**config.mk**
```make
export PLATFORM = sky130hd
export DESIGN_NAME = serial_unsigned_compare_unit
export DESIGN_NICKNAME = d
export VERILOG_FILES = /design/src/rtl/serial_unsigned_compare_unit.sv
export SDC_FILE = /design/constraint.sdc
export NUM_CORES = 1
export LEC_CHECK = 0
export ABC_AREA = 1
export CORE_ASPECT_RATIO = 1.25
export CORE_UTILIZATION = 48
export DETAILED_ROUTE_END_ITERATION = 8
export PLACE_DENSITY = 0.77
export SLEW_MARGIN = 30
export SYNTH_ARGS = -nofsm -noshare
export SYNTH_HDL_FRONTEND = slang
export SYNTH_SLANG_ARGS = --single-unit
```
**constraint.sdc**
```tcl
create_clock -name clk -period 1.7 [get_ports clk]
set_clock_uncertainty 0.2 [all_clocks]
set_input_delay 0.51 -clock clk [delete_from_list [all_inputs] [get_ports clk]]
set_output_delay 0.51 -clock clk [all_outputs]
set_load 0.01 [all_outputs]
```
**src/rtl/serial_unsigned_compare_unit.sv**
```systemverilog
// -----------------------------------------------------------------------------
// serial_unsigned_compare_unit
//
// Bit-serial magnitude comparator for two WIDTH-bit unsigned operands. Both
// operands are captured in parallel on a load pulse and then shifted out one
// bit per clock; a 3-state FSM (EQ / LT / GT) accumulates the verdict.
//
// Ports:
//   clk    in   system clock, rising edge
//   rst    in   synchronous reset, active-high (priority over load)
//   load   in   start pulse; captures a_in, b_in and op
//   op     in   bit order: 0 = LSB-first, 1 = MSB-first
//   a_in   in   operand A (WIDTH bits, unsigned)
//   b_in   in   operand B (WIDTH bits, unsigned)
//   a_bit  out  current serial bit of A
//   b_bit  out  current serial bit of B
//   L/E/G  out  A<B / A==B / A>B, decoded from FSM state (exactly one high)
//   busy   out  compare in progress
//   done   out  result final; sticky until next load or rst
//
// Handshake: load is accepted on any edge with rst=0 (it aborts a running
// compare). L/E/G are only meaningful while done=1; busy and done are never
// high together.
//
// Optional feature macro: SERIAL_CMP_EARLY_EXIT_EN
//   When defined, an MSB-first compare finishes on the edge where the FSM
//   first leaves EQ. LSB-first and equal operands always take WIDTH clocks.
// -----------------------------------------------------------------------------
module serial_unsigned_compare_unit #(
  parameter int WIDTH = 32
) (
  input  logic             clk,
  input  logic             rst,
  input  logic             load,
  input  logic             op,
  input  logic [WIDTH-1:0] a_in,
  input  logic [WIDTH-1:0] b_in,
  output logic             a_bit,
  output logic             b_bit,
  output logic             L,
  output logic             E,
  output logic             G,
  output logic             busy,
  output logic             done
);

  localparam int CW = $clog2(WIDTH + 1);
  // count holds the number of bits already consumed; the edge that consumes
  // the final bit is the one where count still equals WIDTH-1.
  localparam logic [CW-1:0] LAST = CW'(WIDTH - 1);

  typedef enum logic [1:0] {
    ST_EQ = 2'd0,
    ST_LT = 2'd1,
    ST_GT = 2'd2
  } state_t;

  state_t           state;
  state_t           state_next;
  logic [WIDTH-1:0] sra;
  logic [WIDTH-1:0] srb;
  logic             op_q;
  logic [CW-1:0]    count;
  logic             step;
  logic             finish;

  // Serial taps come straight from the shift registers.
  always_comb begin
    a_bit = sra[0];
    b_bit = srb[0];
    if (op_q) begin
      a_bit = sra[WIDTH-1];
      b_bit = srb[WIDTH-1];
    end
  end

  assign step = busy & ~load;

  // Next-state logic. LSB-first: every differing bit overrides the verdict
  // because later bits are more significant. MSB-first: the first differing
  // bit decides and LT/GT are absorbing.
  always_comb begin
    state_next = state;
    if (load) begin
      state_next = ST_EQ;
    end else if (step) begin
      if (!op_q || state == ST_EQ) begin
        if (a_bit && !b_bit) begin
          state_next = ST_GT;
        end else if (!a_bit && b_bit) begin
          state_next = ST_LT;
        end
      end
    end
  end

  always_comb begin
    finish = 1'b0;
    if (step) begin
      finish = (count == LAST);
`ifdef SERIAL_CMP_EARLY_EXIT_EN
      if (op_q && state == ST_EQ && (a_bit != b_bit)) begin
        finish = 1'b1;
      end
`endif
    end
  end

  always_ff @(posedge clk) begin
    if (rst) begin
      state <= ST_EQ;
    end else begin
      state <= state_next;
    end
  end

  always_ff @(posedge clk) begin
    if (rst) begin
      sra   <= '0;
      srb   <= '0;
      op_q  <= 1'b0;
      count <= '0;
      busy  <= 1'b0;
      done  <= 1'b0;
    end else if (load) begin
      sra   <= a_in;
      srb   <= b_in;
      op_q  <= op;
      count <= '0;
      busy  <= 1'b1;
      done  <= 1'b0;
    end else if (step) begin
      if (op_q) begin
        sra <= {sra[WIDTH-2:0], 1'b0};
        srb <= {srb[WIDTH-2:0], 1'b0};
      end else begin
        sra <= {1'b0, sra[WIDTH-1:1]};
        srb <= {1'b0, srb[WIDTH-1:1]};
      end
      count <= count + 1'b1;
      if (finish) begin
        busy <= 1'b0;
        done <= 1'b1;
      end
    end
  end

  assign L = (state == ST_LT);
  assign E = (state == ST_EQ);
  assign G = (state == ST_GT);

endmodule

```
-- Word level (Yosys, flattened, before mapping)
Index checks and enable logic that the tools add are counted.
- add/sub/neg operators: 1
- eq/ne operators: 3
- mux-type cells: 14
- bitwise operators: 2
- reductions and logical operators: 14
- operator list (cell ; number):
    2-to-1 mux 32 bit ; 6
    adder 6 x 1 -> 6 bit (second input constant) ; 1
    equality test 6 x 5 -> 1 bit (second input constant) ; 1
    2-to-1 mux 1 bit ; 6
    nonzero test 2 bit ; 3
    2-to-1 mux 2 bit ; 2
    AND reduction 2 bit ; 2
    zero test 1 bit ; 3
    AND reduction 3 bit ; 1
    equality test 2 x 1 -> 1 bit (second input constant) ; 1
    equality test 2 bit (second input constant) ; 1
    logical AND 1 bit ; 2
    zero test 2 bit ; 1
    OR reduction 2 bit ; 1
    bitwise AND 1 bit ; 1
    logical OR 1 bit ; 1
    inverter 1 bit ; 1
- bits in registers: 75
- input bits: 68
- logic and storage cells: 41

-- Logic depth before layout (Yosys ltp)
Gate-level depths: netlist of run 1.
- depth in word-level cells: 6
- gate-level depth with buffers: 10
- gate-level depth less buffers: 8

-- Least setup slack after synthesis of run 1
No wires, ideal clock.
- path kind: reg-to-reg
- start point: register op_q
- end point: register state[0]
- data arrival time: 1.755 ns
- slack: -0.370 ns
- stages on the path, launching flop included: 10
- period minus slack after synthesis: 2.070 ns
- cells stage by stage: dfxtp_1 > buf_4 > buf_2 > buf_4 > o21ai_0 > ha_1 > nor2_1 > nand3_1 > nand2_1 > nor2_1
- longest elaborated chain between the ends: 5
- elaborated cells on any way between the ends: 11
- those cells by class: mux: 3; reduce/logical: 8
- RTL lines (item ; RTL line ; RTL):
    start: declaration ; 62 ; logic op_q;
    start signal: assignment ; 128 ; op_q <= op;
    2-to-1 mux 1 bit (*) ; 71 ; if (op_q) begin
    named net a_bit ; 38 ; output logic a_bit,
    zero test 1 bit ; 90 ; end else if (!a_bit && b_bit) begin
    logical AND 1 bit ; 90 ;
    nonzero test 2 bit (no line) ; - ;
    AND reduction 3 bit (no line) ; - ;
    end signal: assignment ; 113 ; state <= state_next;
    end: declaration ; 58 ; state_t state;
Mark *: on every way through the listed nets, which the timed path passes. The rest lies on a longest branch.
A chain may end at the register's enable or synchronous reset.

-- Final worst setup path of run 1
- start point: register op_q
- end point: output port b_bit
- longest elaborated chain between the ends: 1
- RTL lines (item ; RTL line ; RTL):
    2-to-1 mux 1 bit ; 71 ;
    end: declaration ; 39 ; output logic b_bit,
No other way between the ends.

==> results of run 1 <==
## power by group through the flow
stage | clock network, mW | registers [mW] | logic (mW)
floorplan | 0 | 1.95 | 0.487
global placement | 0 | 1.96 | 0.745
detailed placement | 0 | 1.97 | 0.758
CTS | 1.58 | 1.93 | 0.765
global route | 1.66 | 1.94 | 0.865
finish | 1.56 | 1.93 | 0.778
## cells by family (layout without fill, tap and decap cells)
group	after synthesis	after routing	synth area share
AO/OA/AOI/OAI	122	122	0.201
AND/OR/NAND/NOR	275	275	0.288
buffers and inverters	118	194	0.138
flip-flops	75	75	0.365
adder cells (fa/ha/maj)	2	2	0.00608
XOR/XNOR	1	1	0.00213
## through the flow
step	std cells	util	setup slack, ps	hold WS (ps)
2_1_floorplan	593	-	10.4	260
3_3_place_gp	747	0.602	-96.2	239
3_5_place_dp	747	0.602	-127	248
4_1_cts	765	0.631	-93.4	257
5_1_grt	766	0.635	-134	277
6_report	766	0.635	-89.3	252
## registers in the layout (all words and copies together), names as in the netlist
name	count
srb	32
state	2
done	1
busy	1
count	6
sra	32
op_q	1
## final cells by class
type,instances,area [um2],share of cell area
clock inverter,6,88.8,0.0169
multi-input combinational,400,2090,0.398
clock buffer,10,138,0.0261
timing repair buffer,103,1030,0.195
inverter,75,285,0.0542
sequential,75,1510,0.286
tap,97,121,0.0231
## per-layer routing
| layer | GRT usage | vias up |
|---|---|---|
| li1 | - | 2066 |
| met1 | 0.293 | 1827 |
| met2 | 0.395 | 130 |
| met3 | 0.0329 | 15 |
| met4 | 0.109 | 0 |
| met5 | 0 | - |
## critical path: cells and delay by family, from the launching register on
family	cells	cell delay [ps]
buffers and inverters	2	180
and+or+nand+nor	1	60
AOI/OAI and AO/OA	1	60
DFF	1	420
## synthesized netlist by cell type (5+ instances only)
cell type / instances
o21ai_0: 9
a31oi_1: 32
nand2_1: 205
nand3_2: 13
a31oi_2: 10
nand3_1: 35
o211ai_1: 22
a21boi_0: 9
a22oi_1: 9
a21oi_1: 31
dfxtp_1: 75
buf_6: 8
inv_1: 72
buf_4: 5
nor2_1: 17
clkbuf_1: 13
buf_2: 13
## repair_timing
action | 4_1_cts | 5_1_grt
pin swaps | 2 | 0
gates cloned | 0 | 1
setup endpoints to repair | 50 | 49
setup buffers | 2 | 0
resized for setup | 31 | 6
## final timing paths
check,start,end,slack (ps),depth (start not counted)
max,op_q,b_bit,-90,4
min,done,done,250,2
max reg2reg,op_q,sra[24],90,7
min reg2reg,done,done,250,2
## cells in the final DEF (no fill, tap or decap), types with 13 or more instances in the layout
master / synthesis / routed
nand2_1: 205 / 203
dfxtp_1: 75 / 72
inv_1: 72 / 69
clkdlybuf4s50_1: 0 / 65
nand3_1: 35 / 35
a31oi_1: 32 / 32
a21oi_1: 31 / 31
o211ai_1: 22 / 22
buf_4: 5 / 21
nor2_1: 17 / 16
nand3_2: 13 / 13
==> impl_metrics.py, run 1 <==
metrics = {
    "power_and_ir_drop": {
        "finalPower_mw": 4.27,
        "leakage_nw": 2.11,
        "p_int_mw": 3.10,
        "p_clk_frac": 0.366,
        "powerDensity_nw_per_um2": 811,
        "switching_share": 0.273,
        "power_frac_seq": 0.452,
        "p_comb_frac": 0.182,
        "power.switching_mw": 1.16,
        "vdd_drop_max_mv": 0.374,
    },
    "status": {
        "outcome": "finished with violations",
        "violations": "DRC, setup timing",
    },
    "yosys": {
        "synth_area_um2": 4120,
        "synth_fp_nets": 663,
        "synthTopCellsByArea": "dfxtp_1 (36%), nand2_1 (19%), inv_1 (6.6%)",
        "ys_seq_area_frac": 0.365,
        "avgSynthCellArea_um2": 6.94,
        "yosysWarnings": 0,
        "netlist.area_leader.share": 0.365,
        "async_flop_share": 0,
        "synthFlopType": "dfxtp_1",
        "yosysUniqueCellTypes": 29,
        "synth_edf_count": 0,
        "yosys.area.top_type": "dfxtp_1",
        "synth_seq_cells": 75,
        "synthCells": 593,
    },
    "cells_and_area": {
        "fin_area_um2": 5260,
        "n_fill_cell": 718,
        "areaGrowthSynthToFinish_pct": 27.8,
        "nets": 734,
        "layout-drive-gt1-share": 0.142,
        "antennaDiodeCount": 0,
    },
    "global_route": {
        "antenna_found_initial": 0,
        "grt_max_degree": 47,
        "grt_pass1_wl_um": 17100,
        "grtUsageTotal": 0.234,
        "grt-ovfl-total": 0,
        "grt_pass1_vias": 3936,
    },
    "routing": {
        "routed_wl_um": 10000,
        "dr.pass1.iters": 7,
        "route.met3.wl_um": 578,
        "vias": 4038,
        "dr_wl_met2_um": 4950,
        "drc": 5,
        "wl_per_cell_um": 13.1,
        "drt-initial-drc-count": 259,
        "drt-met1-wl_um": 4280,
        "avgViaCountPerCell": 5.27,
        "dr.max_layer_used": "met4",
        "ant_nets": 0,
    },
    "clock_network": {
        "htreeDepth": 3,
        "cts_buffer_depth": 2,
        "cts_hold_buf": 0,
        "clk_pin_slew_ps": 80,
        "cts_tree": "yes",
        "numCtsBuffers": 9,
        "root_buffer": "clkbuf_8",
        "clock_latency_ps": 360,
        "cts.sinks": 75,
    },
    "sta": {
        "rsz0062_at_grt": "yes",
        "setup_violations": 2,
        "max_slew_margin": 0.774,
        "tightest_slew_ps": 336,
        "period_needed_ps": 1790,
        "worst_slack_ps": -89.3,
        "maxSlewViolCount": 0,
        "fmax_mhz": 559,
        "setup_tns_ps": -149,
        "hold_violations": 0,
        "min_period_over_period": 1.05,
    },
    "setup_path": {
        "arrival_ps": 1080,
        "critPathKind": "reg -> out",
        "cp_max_fo": 6,
        "worstSetupStartpointType": "flop",
        "cp-end-kind": "output pin",
        "crit_chain": "nand2_4 -> o21ai_4 -> inv_1 -> buf_2",
        "critical_path.max_stage_delay_ps": 420,
        "slowest_stage": "dfxtp_4",
        "critPathRequiredTime_ps": 990,
    },
    "placement": {
        "dpl.hpwl_um": 6810,
        "place.gp.congestion": 0.869,
        "place_area_um2": 4990,
        "place.port_buffers": 74,
    },
    "floorplanning": {
        "core_area_um2": 8290,
        "start_util": 0.497,
        "fp.dieArea_um2": 8960,
        "io_pins": 75,
        "rows": 37,
        "dieHeight_um": 106,
        "die_w_um": 84.8,
    },
    "job": {
        "maxCapViolCount": 0,
    },
    "hold_path": {
        "hp-class": "reg -> reg",
    },
}
Note: power is estimated with default switching activity, not from simulation.
==> run 2, diff against run 1 <==
==> constraint.sdc (replaced) <==
create_clock -name clk -period 1.7 [get_ports clk]
set_clock_uncertainty 0.2 [all_clocks]
set_input_delay 0.51 -clock clk [delete_from_list [all_inputs] [get_ports clk]]
set_output_delay 0.51 -clock clk [all_outputs]
set_load 0.005 [all_outputs]
==> impl_metrics.py, run 2 (synthesis results as in run 1) <==
metrics = {
    "routing": {
        "drc": 6,
        "ant_nets": 0,
        "wl_per_cell_um": 13.2,
        "avgViaCountPerCell": 5.26,
        "dr.pass1.iters": 7,
        "drt-initial-drc-count": 261,
        "routed_wl_um": 10200,
        "vias": 4063,
    },
    "setup_path": {
        "cp_max_fo": 7,
        "cp-end-kind": "output pin",
        "worstSetupStartpointType": "flop",
        "critPathRequiredTime_ps": 990,
        "arrival_ps": 1060,
        "critPathKind": "reg -> out",
    },
    "cells_and_area": {
        "reg_top3": "sra x32, srb x32, count x6",
        "nets": 741,
        "layout-drive-gt1-share": 0.156,
        "layout.cells.non_filler": 772,
        "fin_util": 0.636,
        "areaGrowthSynthToFinish_pct": 28.0,
        "n_fill_cell": 716,
        "antennaDiodeCount": 0,
        "layout_commonest_cell": "nand2_1",
        "final_cell_mix": "nand2_1 (203), inv_1 (69), dfxtp_1 (69)",
    },
    "floorplanning": {
        "rows": 37,
        "dieHeight_um": 106,
        "core_area_um2": 8290,
        "io_pins": 75,
        "fp.dieArea_um2": 8960,
        "die_w_um": 84.8,
        "start_util": 0.497,
    },
    "sta": {
        "setup_tns_ps": -100,
        "setup_violations": 2,
        "worst_slack_ps": -66.3,
        "max_slew_margin": 0.756,
        "maxSlewViolCount": 0,
        "rsz0062_at_grt": "yes",
        "period_needed_ps": 1770,
        "min_period_over_period": 1.04,
        "tightest_slew_ps": 362,
        "hold_violations": 0,
        "fmax_mhz": 566,
    },
    "global_route": {
        "antenna_found_initial": 0,
        "grtUsageTotal": 0.233,
        "grt_pass1_vias": 3794,
        "grt_pass1_wl_um": 16700,
        "grt-ovfl-total": 0,
        "grt_max_degree": 46,
    },
    "power_and_ir_drop": {
        "p_comb_frac": 0.202,
        "powerDensity_nw_per_um2": 743,
        "leakage_nw": 2.11,
        "power_frac_seq": 0.493,
        "switching_share": 0.284,
        "vdd_drop_max_mv": 0.420,
        "power.switching_mw": 1.11,
        "p_int_mw": 2.80,
        "p_clk_frac": 0.305,
    },
    "hold_path": {
        "hp-class": "reg -> reg",
    },
    "clock_network": {
        "cts_buffer_depth": 2,
        "root_buffer": "clkbuf_8",
        "cts.sinks": 75,
        "cts_tree": "yes",
        "clk_pin_slew_ps": 70,
        "cts_hold_buf": 0,
        "clock_latency_ps": 350,
        "numCtsBuffers": 9,
        "htreeDepth": 3,
    },
    "placement": {
        "place.gp.congestion": 0.841,
        "placedCellCount": 752,
        "dpl.hpwl_um": 7100,
        "place.port_buffers": 74,
    },
    "status": {
        "violations": "DRC, setup timing",
        "outcome": "finished with violations",
    },
    "job": {
        "maxCapViolCount": 0,
    },
}
==> run 2: worst max-delay path: stages (launching register included) <==
cell and delay (ps):
dfxtp_4 380, o21ai_4 170, inv_1 50, clkbuf_2 110
==> run 2: layout make-up <==
type                            instances  area [um2]  area share
Clock buffer                           12         145      0.0275
Clock inverter                          3        15.0     0.00285
Inverter                               75         285      0.0541
Multi-Input combinational cell        400        2110       0.400
Sequential cell                        75        1510       0.287
Tap cell                               97         121      0.0230
Timing Repair Buffer                  110        1080       0.205
==> run 2: power by group through the flow <==
stage,combinational [mW],clock (mW),sequential [mW]
CTS,0.766,1.23,1.93
global placement,0.748,0,1.96
floorplan,0.479,0,1.95
detailed placement,0.760,0,1.97
global route,0.880,1.30,1.94
finish,0.793,1.19,1.93
==> run 2: final timing paths <==
path	start	end	slack, ps	depth (start not counted)
worst min-delay path	done	done	250	2
worst max-delay path	op_q	b_bit	-70	3
worst max register to register	srb[31]	state[0]	50	10
worst min register to register	done	done	250	2
==> run 2: per-stage QoR <==
stage               hold slack (ps)  area (um2)  total power, mW  setup slack, ps
detailed placement              247        5000             2.73            -64.0
global placement                238        5000             2.71            -37.7
global route                    273        5270             4.12            -92.7
floorplan                       245        4140             2.43            0.334
CTS                             251        5180             3.92             -195
finish                          248        5270             3.92            -66.3
==> run 2: repair_timing <==
action	in CTS	in global routing
cloned	0	1
pin swaps	3	7
endpoints found under the setup margin	17	49
setup buffers	2	2
gates resized for setup	29	16
==> run 2: layer usage <==
layer,track usage,vias to the layer above,part of all wire,wire length [um]
li1,-,2080,-,-
met2,0.410,98,0.51,5170
met3,0.0407,17,0.041,417
met5,0,-,0,0
met4,0.0884,0,0.017,178
met1,0.280,1868,0.44,4440
==> run 3, diff against run 2 <==
--- a/config.mk
+++ b/config.mk
@@ -6,6 +6,7 @@
 export NUM_CORES = 1
 export LEC_CHECK = 0
 export ABC_AREA = 1
+export ABC_CLOCK_PERIOD_IN_PS = 1700
 export CORE_ASPECT_RATIO = 1.25
 export CORE_UTILIZATION = 48
 export DETAILED_ROUTE_END_ITERATION = 8
==> results of run 3 <==
Same layout as run 2: the final DEF is identical, and so are final timing and power.
